$ cat config.mk
export PLATFORM = sky130hd
export DESIGN_NAME = shift_result_stage_flat
export DESIGN_NICKNAME = d
export VERILOG_FILES = /design/src/rtl/shift_result_stage_if.sv /design/src/rtl/shift_result_stage.sv /design/src/flat_wrapper.sv
export SDC_FILE = /design/constraint.sdc
export NUM_CORES = 1
export LEC_CHECK = 0
export CAP_MARGIN = 20
export CORE_UTILIZATION = 50
export CTS_BUF_LIST = sky130_fd_sc_hd__clkbuf_4
export DETAILED_ROUTE_END_ITERATION = 10
export PLACE_DENSITY = 0.83
export SETUP_SLACK_MARGIN = 0.3
export SYNTH_ARGS = -nofsm -noshare
export SYNTH_HDL_FRONTEND = slang
export SYNTH_SLANG_ARGS = --single-unit
$ cat constraint.sdc
create_clock -name clk -period 3.6 [get_ports clk]
set_input_delay 0.9 -clock clk [delete_from_list [all_inputs] [get_ports clk]]
set_output_delay 0.9 -clock clk [all_outputs]
set_load 0.01 [all_outputs]
$ cat src/rtl/shift_result_stage_if.sv
// Valid/ready bundle between the barrel shifter and the registered result stage.
// The master side is the producer/consumer environment; the slave side is the stage.
interface shift_result_stage_if #(
    parameter int WIDTH = 32
);
    localparam int SHW = $clog2(WIDTH);

    // Upstream command and shifter result
    logic             in_valid;
    logic             in_ready;
    logic [WIDTH-1:0] in_din;
    logic [SHW-1:0]   in_shamt;
    logic [2:0]       in_mode;
    logic [WIDTH-1:0] in_dout;

    // Downstream result and status
    logic             out_valid;
    logic             out_ready;
    logic [WIDTH-1:0] out_data;
    logic             out_zero;
    logic             out_neg;
    logic             out_carry;
    logic             out_err;
    logic [15:0]      err_count;

    modport master (
        output in_valid, in_din, in_shamt, in_mode, in_dout, out_ready,
        input  in_ready, out_valid, out_data, out_zero, out_neg, out_carry,
               out_err, err_count
    );

    modport slave (
        input  in_valid, in_din, in_shamt, in_mode, in_dout, out_ready,
        output in_ready, out_valid, out_data, out_zero, out_neg, out_carry,
               out_err, err_count
    );
endinterface

$ cat src/rtl/shift_result_stage.sv
// Registered output stage for the multi-mode barrel shifter.
// Captures the shifter result, derives zero/neg/carry/illegal-mode flags at
// capture time, and presents them through a two-entry skid buffer so that the
// upstream ready is a flop and full throughput survives backpressure.
module shift_result_stage #(
    parameter int WIDTH = 32
) (
    input  logic                 clk,
    input  logic                 rst_n,
    shift_result_stage_if.slave  bus
);
    localparam int SHW = $clog2(WIDTH);

    typedef enum logic [2:0] {
        MODE_SHL  = 3'd0,
        MODE_SHR  = 3'd1,
        MODE_ASHL = 3'd2,
        MODE_ASHR = 3'd3,
        MODE_ROTL = 3'd4,
        MODE_ROTR = 3'd5
    } mode_e;

    // One buffered result with the flags that travel alongside it
    typedef struct packed {
        logic [WIDTH-1:0] data;
        logic             zero;
        logic             neg;
        logic             carry;
        logic             err;
    } entry_t;

    mode_e          w_mode;
    entry_t         w_new;
    logic [SHW-1:0] w_left_idx;
    logic [SHW-1:0] w_right_idx;
    logic           w_in_fire;
    logic           w_out_fire;
    logic           w_skid_load;

    entry_t         r_out;
    entry_t         r_skid;
    logic           r_out_valid;
    logic           r_skid_valid;
    logic           r_in_ready;
    logic [15:0]    r_err_count;

    assign w_mode      = mode_e'(bus.in_mode);
    assign w_in_fire   = bus.in_valid & r_in_ready;
    assign w_out_fire  = r_out_valid & bus.out_ready;
    // The only way in while the output is stalled is into the skid slot.
    assign w_skid_load = w_in_fire & r_out_valid & ~bus.out_ready;

    // Build the entry (result plus flags) from the current shifter command
    always_comb begin
        // NOTE: every combinational output gets a default first so no path
        // through the case below can leave it unassigned and infer a latch.
        w_new       = '0;
        // WIDTH is a power of two, so WIDTH-shamt is just -shamt modulo WIDTH.
        w_left_idx  = -bus.in_shamt;
        w_right_idx = bus.in_shamt - SHW'(1);

        w_new.err  = (bus.in_mode > 3'd5);
        w_new.data = w_new.err ? bus.in_din : bus.in_dout;

        // A zero shift moves nothing out; illegal modes never report a carry.
        if (!w_new.err && (bus.in_shamt != '0)) begin
            case (w_mode)
                MODE_SHL, MODE_ASHL: w_new.carry = bus.in_din[w_left_idx];
                MODE_SHR, MODE_ASHR: w_new.carry = bus.in_din[w_right_idx];
                MODE_ROTL:           w_new.carry = w_new.data[0];
                MODE_ROTR:           w_new.carry = w_new.data[WIDTH-1];
                default:             w_new.carry = 1'b0;
            endcase
        end

        w_new.zero = (w_new.data == '0);
        w_new.neg  = w_new.data[WIDTH-1];
    end

    // Output register, skid occupancy and registered upstream ready
    always_ff @(posedge clk or negedge rst_n) begin
        if (!rst_n) begin
            r_out        <= '0;
            r_out_valid  <= 1'b0;
            r_skid_valid <= 1'b0;
            r_in_ready   <= 1'b1;
        end else if (!r_out_valid || w_out_fire) begin
            // NOTE: state is updated with non-blocking assignments so every
            // branch sees the pre-edge values of the other registers.
            if (r_skid_valid) begin
                // in_ready is low here, so no new input competes with the skid.
                r_out        <= r_skid;
                r_out_valid  <= 1'b1;
                r_skid_valid <= 1'b0;
                r_in_ready   <= 1'b1;
            end else if (w_in_fire) begin
                r_out       <= w_new;
                r_out_valid <= 1'b1;
            end else begin
                r_out_valid <= 1'b0;
            end
        end else if (w_in_fire) begin
            r_skid_valid <= 1'b1;
            r_in_ready   <= 1'b0;
        end
    end

    // Skid payload; only meaningful while r_skid_valid is set
    always_ff @(posedge clk) begin
        // NOTE: the payload is deliberately not reset; its valid bit is, and
        // nothing reads the payload while that bit is clear.
        if (w_skid_load) begin
            r_skid <= w_new;
        end
    end

    // Saturating count of accepted illegal-mode commands
    always_ff @(posedge clk or negedge rst_n) begin
        if (!rst_n) begin
            r_err_count <= '0;
        end else if (w_in_fire && w_new.err && (r_err_count != 16'hFFFF)) begin
            r_err_count <= r_err_count + 16'd1;
        end
    end

    assign bus.in_ready  = r_in_ready;
    assign bus.out_valid = r_out_valid;
    assign bus.out_data  = r_out.data;
    assign bus.out_zero  = r_out.zero;
    assign bus.out_neg   = r_out.neg;
    assign bus.out_carry = r_out.carry;
    assign bus.out_err   = r_out.err;
    assign bus.err_count = r_err_count;
endmodule

$ cat src/flat_wrapper.sv
// flat-port wrapper written by rule: the top's interface ports become plain ports
module shift_result_stage_flat 
#(
    parameter int WIDTH = 32
)
  (clk, rst_n, bus_in_valid, bus_in_din, bus_in_shamt, bus_in_mode, bus_in_dout, bus_out_ready, bus_in_ready, bus_out_valid, bus_out_data, bus_out_zero, bus_out_neg, bus_out_carry, bus_out_err, bus_err_count);
  shift_result_stage_if #(.WIDTH(WIDTH)) bus_i ();
  input  logic clk;
  input  logic rst_n;
  input wire logic [$bits(bus_i.in_valid)-1:0] bus_in_valid;
  input wire logic [$bits(bus_i.in_din)-1:0] bus_in_din;
  input wire logic [$bits(bus_i.in_shamt)-1:0] bus_in_shamt;
  input wire logic [$bits(bus_i.in_mode)-1:0] bus_in_mode;
  input wire logic [$bits(bus_i.in_dout)-1:0] bus_in_dout;
  input wire logic [$bits(bus_i.out_ready)-1:0] bus_out_ready;
  output wire logic [$bits(bus_i.in_ready)-1:0] bus_in_ready;
  output wire logic [$bits(bus_i.out_valid)-1:0] bus_out_valid;
  output wire logic [$bits(bus_i.out_data)-1:0] bus_out_data;
  output wire logic [$bits(bus_i.out_zero)-1:0] bus_out_zero;
  output wire logic [$bits(bus_i.out_neg)-1:0] bus_out_neg;
  output wire logic [$bits(bus_i.out_carry)-1:0] bus_out_carry;
  output wire logic [$bits(bus_i.out_err)-1:0] bus_out_err;
  output wire logic [$bits(bus_i.err_count)-1:0] bus_err_count;
  assign bus_i.in_valid = bus_in_valid;
  assign bus_i.in_din = bus_in_din;
  assign bus_i.in_shamt = bus_in_shamt;
  assign bus_i.in_mode = bus_in_mode;
  assign bus_i.in_dout = bus_in_dout;
  assign bus_i.out_ready = bus_out_ready;
  assign bus_in_ready = bus_i.in_ready;
  assign bus_out_valid = bus_i.out_valid;
  assign bus_out_data = bus_i.out_data;
  assign bus_out_zero = bus_i.out_zero;
  assign bus_out_neg = bus_i.out_neg;
  assign bus_out_carry = bus_i.out_carry;
  assign bus_out_err = bus_i.out_err;
  assign bus_err_count = bus_i.err_count;
  shift_result_stage #(.WIDTH(WIDTH)) u_core (.clk(clk), .rst_n(rst_n), .bus(bus_i));
endmodule
==> results of run 1 <==
==> stage by stage <==
stage	power [W]	std cells	cell area, µm²
finish	0.00195	721	6290
floorplan	0.00123	476	4710
global placement	0.00139	705	6140
CTS	0.00196	721	6290
global route	0.00203	721	6290
detailed placement	0.00139	705	6140
==> state kept, by name (all words and copies together) (netlist names) <==
register and count:
u_core.bus.err_count 16, u_core.bus.in_ready 1, u_core.bus.out_carry 1, u_core.bus.out_data 31, u_core.bus.out_err 1, u_core.bus.out_neg 1, u_core.bus.out_valid 1, u_core.bus.out_zero 1
u_core.r_skid 35, u_core.r_skid_valid 1
==> path summary, 6_finish.rpt <==
kind | to | slack (ps) | cells after the start
min in group clk | u_core.bus.in_ready$_DFFE_PN1P_ | 470 | 1
setup / recovery | u_core.r_skid[1]$_DFFE_PP_ | 630 | 10
hold / removal | u_core.bus.err_count[10]$_DFFE_PN0P_ | 470 | 1
hold reg to reg | u_core.bus.in_ready$_DFFE_PN1P_ | 470 | 1
max in group asynchronous | u_core.bus.out_data[22]$_DFFE_PN0P_ | 2460 | 2
setup reg to reg | u_core.bus.err_count[10]$_DFFE_PN0P_ | 1400 | 6
==> area by class of cell <==
class / count / share of cell area (%)
Sequential cell: 89 / 38.2
Clock inverter: 7 / 1.19
Multi-Input combinational cell: 356 / 34.7
Tap cell: 111 / 2.21
Inverter: 8 / 0.478
Timing Repair Buffer: 141 / 22.1
Clock buffer: 9 / 1.07
==> worst reg2reg max path, stage by stage, from the launching register on <==
cell     delay (ps)
dfrtp_1         460
and4_1          240
and3_1          230
and4_1          240
nor4_1          590
nand4_1         200
xnor2_1         160
==> cells in the final DEF (no fill, tap or decap), types with 3 or more instances in the layout <==
master / instances
nand2_1: 152
clkdlybuf4s50_1: 128
dfrtp_1: 52
mux2i_1: 42
o21ai_0: 35
edfxtp_1: 35
nor4_1: 15
nor2_1: 14
xnor2_1: 14
nand3_1: 12
a21oi_1: 11
buf_4: 11
mux4_2: 10
clkbuf_4: 9
nand4_1: 8
inv_1: 7
nor3_1: 4
and4_1: 3
a31oi_1: 3
xor2_1: 3
ha_1: 3
inv_6: 3
==> cell families after synthesis <==
kind of cell	share of synthesized area, %
AOI/OAI and AO/OA	7.31
xor gates and xnor gates	3.51
muxes	14.0
buffers and inverters	2.82
and+or+nand+nor	20.6
DFF	51.0
adders and majority gates	0.797
==> routing by layer <==
| metal | GRT usage, % | vias up |
|---|---|---|
| li1 | - | 1939 |
| met1 | 36.3 | 2021 |
| met2 | 41.8 | 173 |
| met3 | 3.26 | 24 |
| met4 | 10.1 | 0 |
| met5 | 0 | - |
==> power breakdown <==
part	leakage, nW	switching, W	internal, W	total, W
logic	1.37	0.000162	0.000157	0.000319
clock network	0.0710	0.000361	0.000217	0.000578
registers	1.05	0	0.00106	0.00106
==> out/summary.txt, run 1 <==
Drt first pass iters: 5
Yosys warning total: 0
Min-delay worst type: in2async
Vias in the first global route: 4078
DR vias: 4157
CTS Buf Count: 9
Area share of the largest cell type after synthesis: 28.2%
Worst path required time: 3810 ps
Yosys top cell by area: dfrtp_1
GR Util All Layers: 26.0%
Synth top area cells: dfrtp_1 28%, edfxtp_1 22%, nand2_1 12%
Multi-input gate area in the final layout: 2180 µm²
Grt ovf: 0
Total Wirelength: 12100 µm
Setup TNS: 0 ps
Met1 WL: 5460 µm
First DRT Iteration DRCs: 224
Max Freq: 0.336 GHz
Worst-Margin Slew: 684 ps
H-tree Lvls: 3
Post-CTS Setup Bufs: 0
Seq/Total Area, Yosys: 51.0%
Cell with the most instances after synthesis: nand2_1
Layout Nets: 684
RSZ-0062 raised after global routing: no
Clock Tree Buf Depth: 2
Max-cap violations: 0
Ports: 130
Met3 routed WL: 674 µm
DP Wirelength: 9350 µm
Die H: 99.0 µm
N_diodes: 0
CTS tree: built
CP Capture Type: register
Top cells by instance count after synthesis: 153 x nand2_1, 53 x dfrtp_1, 42 x mux2i_1, 35 x edfxtp_1, 35 x o21ai_0
Synthesized net count: 555
Critical Path Source Type: input port
Area Overhead vs Synth: 33.5%
Outcome: finished clean
Rows: 35
Met2 WL: 5730 µm
Share of cells above drive strength 1: 7.87%
Antenna Nets Post-Route: 0
Worst-case vdd ir drop: 156 µV
Fin crit period: 2970 ps
Worst Setup SP: bus_in_shamt[0]
Final Hold Fails: 0
Period Utilization, post-route: 82.6%
Main flop type after synthesis: dfrtp_1
Hold-fix buffers, CTS: 0
Distinct cells, synth: 46
GPL Wtd Cong: 0.934
Final Slew Violations: 0
Slowest-stage cell, CP: ha_1
Vias per inst: 5.77
Final setup viols: 0
Skew final: 19.4 ps
Buf/Inv on CP: 2
P per Cell Area: 311 nW/µm²
Crit path cell chain: clkdlybuf4s50_1 -> inv_1 -> ha_1 -> mux4_2 -> mux2i_1 -> o21ai_0 -> a31oi_1 -> nor4b_2 -> nor2_1 -> nor3_1
Crit path max-delay family: adder cells
Core box area: 9200 µm²
Syn avg cell area: 9.89 µm²
Top Metal Used: met4
LEAKAGE: 2.49 nW
Largest net degree at the start of global routing: 41
First-pass GRT wire length: 19900 µm
Pre-CTS setup slack: 158 ps
Fillers: 756
Worst skew pair latency: 440 ps
Critical path fanouts, max: 14
WP data arrival: 3190 ps
CTS Sinks: 89
Die ar.: 9810 µm²
CTS resizes: 0
Post-synth ARST share: 60.7%
Number of antenna violations at the first check in global routing: 0
Root Buffer: clkbuf_4
Post-synthesis register bit count: 89
Slew HR: 54.0%
Final core occ: 68.4%
Synthesized area: 4710 µm²
Worst setup margin: 627 ps
Synth Instances: 476
Worst-path clk slew: 150 ps
Die X-Extent: 99.0 µm
Max incr delay on CP: 620 ps
Crit Path Category: in2reg
Worst r2r src: u_core.bus.err_count[7]$_DFFE_PN0P_
Port buffer count: 129
Hold slack: 467 ps
Detailed-route DRC error count: 0
FF+latch area: 2400 µm²
Average wire per standard cell: 16.8 µm
Initial Util: 51.2%
Number of synthesized flops with an enable pin: 35
Note: power is estimated with default switching activity, not from simulation.
==> run 2: changes to the inputs <==
clock period = 2.9 ns   (was 3.6 ns; I/O delays follow)
==> out/summary.txt, run 2 (same netlist as run 1, synthesis figures left out) <==
Worst r2r src: u_core.bus.err_count[7]$_DFFE_PN0P_
Placed Instances: 717 (+1.7%)
Final instance area: 6480 µm² (+3.1%)
Fin crit period: 2470 ps
Outcome: finished clean
Reg2Reg Setup Slack: 760 ps (-640 ps)
Worst-path clk slew: 160 ps (about the same)
Die ar.: 9810 µm² (unchanged)
Worst skew pair latency: 440 ps (about the same)
Max Freq: 0.405 GHz
Area Overhead vs Synth: 37.7%
Crit Path Category: in2reg
Vias per inst: 5.76 (-0.15%)
First-pass GRT wire length: 20300 µm (+2.3%)
Max-cap violations: 0 (unchanged)
Critical path fanouts, max: 5 (-9)
Placed instance area: 6260 µm² (+1.8%)
Die X-Extent: 99.0 µm (unchanged)
H-tree Lvls: 3 (unchanged)
Reg2reg end: u_core.bus.err_count[9]$_DFFE_PN0P_
Average wire per standard cell: 17.6 µm (+4.6%)
WP data arrival: 2730 ps (-460 ps)
Grt ovf: 0 (unchanged)
Non-Filler Instances: 736 (+2.1%)
Worst-Margin Slew: 612 ps (-72.2 ps)
RSZ-0062 raised after global routing: no
Root Buffer: clkbuf_4
Worst-case vdd ir drop: 239 µV (+54%)
First DRT Iteration DRCs: 178 (-21%)
Number of antenna violations at the first check in global routing: 0 (unchanged)
Antenna Nets Post-Route: 0 (unchanged)
Initial Util: 51.2% (unchanged)
Drt first pass iters: 5 (unchanged)
Critical Path Source Type: input port
CP Capture Type: register
Hold-fix buffers, CTS: 0 (unchanged)
Multi-input gate area in the final layout: 2270 µm² (+3.9%)
Worst reg-to-reg path cell count: 6 (unchanged)
Die H: 99.0 µm (unchanged)
Min-delay worst type: in2async
Period Utilization, post-route: 85.1%
Worst Setup SP: bus_in_shamt[3]
Total Wirelength: 13000 µm (+6.8%)
Final setup viols: 0 (unchanged)
Final Slew Violations: 0 (unchanged)
Hold slack: 177 ps (-290 ps)
DR vias: 4237 (+1.9%)
Layout Nets: 699 (+2.2%)
Core box area: 9200 µm² (unchanged)
Worst path required time: 3170 ps (-640 ps)
GPL Wtd Cong: 0.898 (-3.9%)
Rows: 35 (unchanged)
Most frequent cells in the layout: 152 x nand2_1, 125 x clkdlybuf4s50_1, 52 x dfrtp_1
Final core occ: 70.5% (+2.1 points)
Fillers: 705 (-6.7%)
LEAKAGE: 2.61 nW (+4.5%)
Share of cells above drive strength 1: 11.8% (+4.0 points)
Worst setup path end: u_core.r_skid[1]$_DFFE_PP_
Reg with most FFs: u_core.r_skid
CTS Buf Count: 9 (unchanged)
Port buffer count: 129 (unchanged)
Clock Tree Buf Depth: 2 (unchanged)
Skew final: 25.3 ps (+5.93 ps)
P per Cell Area: 374 nW/µm² (+20%)
Largest net degree at the start of global routing: 43 (+4.9%)
Final Hold Fails: 0 (unchanged)
CTS tree: built
Detailed-route DRC error count: 0 (unchanged)
DP Wirelength: 9970 µm (+6.6%)
Setup TNS: 0 ps (unchanged)
CTS Sinks: 89 (unchanged)
FF+latch area: 2400 µm² (unchanged)
Commonest non-fill, non-tap cell in the layout: nand2_1
Slew HR: 59.2% (+5.2 points)
Ports: 130 (unchanged)
GR Util All Layers: 26.9% (+0.89 points)
Vias in the first global route: 3975 (-2.5%)
Max FFs per register: 35 (unchanged)
N_diodes: 0 (unchanged)
run 2: cell types whose count changed in the layout (fill, tap and decap cells not counted), moves of 2 or more:
cell,previous run,this run
a32oi_1,2,0
a32oi_2,0,2
buf_4,11,25
clkdlybuf4s50_1,128,125
dlymetal6s2s_1,0,3
inv_8,0,2
run 2: critical path, stage by stage:
cell,delay [ps]
clkdlybuf4s50_1,410
or4_1,550
and2_4,210
a31oi_1,150
a31oi_1,120
nor4b_2,320
nor2_1,60
nor3_1,190
run 2: cell type report:
class / instances / area share (%)
well taps: 111 / 2.14
flip-flops and latches: 89 / 37.1
clock inverters: 7 / 0.927
repair buffers: 156 / 23.3
inverters: 8 / 0.463
multi-input cells: 356 / 35.0
clock buffers: 9 / 1.04
run 2: what timing repair did:
item,in CTS,in global routing
setup endpoints to repair,1,2
gates resized for setup,3,11
endpoints found under the hold margin,0,0
buffers inserted,1,2
pin swaps,0,7
run 2: metal layers:
layer,wire (µm),up-vias,GRT usage (%),part of all wire (%)
li1,-,1977,-,-
met1,5800,2031,38.4,45
met2,6040,207,42.2,47
met3,906,22,4.26,7.0
met4,229,0,9.07,1.8
met5,0,-,0,0
run 2: stage by stage:
| stage | power (W) | setup WS, ps |
|---|---|---|
| after floorplan | 0.00154 | 212 |
| after global placement | 0.00175 | -153 |
| after detailed placement | 0.00176 | -165 |
| after CTS | 0.00241 | 311 |
| after global routing | 0.00252 | 326 |
| final | 0.00242 | 433 |
run 2: worst min-delay path by stage:
| stage | startpoint | to | cells after the start |
|---|---|---|---|
| final | rst_n | u_core.bus.err_count[5]$_DFFE_PN0P_ | 1 |
| after global routing | rst_n | u_core.bus.err_count[15]$_DFFE_PN0P_ | 1 |
| after CTS | rst_n | u_core.bus.err_count[3]$_DFFE_PN0P_ | 1 |
| after detailed placement | u_core.bus.out_valid$_DFFE_PN0N_ | u_core.bus.in_ready$_DFFE_PN1P_ | 1 |
| after global placement | u_core.bus.out_valid$_DFFE_PN0N_ | u_core.bus.in_ready$_DFFE_PN1P_ | 1 |
| after floorplan | rst_n | u_core.bus.err_count[0]$_DFFE_PN0P_ | 0 |
run 2: where the power goes:
part / switching, W / internal [W] / total, W
clock network: 0.000464 / 0.000195 / 0.000659
registers: 0 / 0.00131 / 0.00131
logic: 0.000224 / 0.000226 / 0.000450
total: 0.000688 / 0.00173 / 0.00242
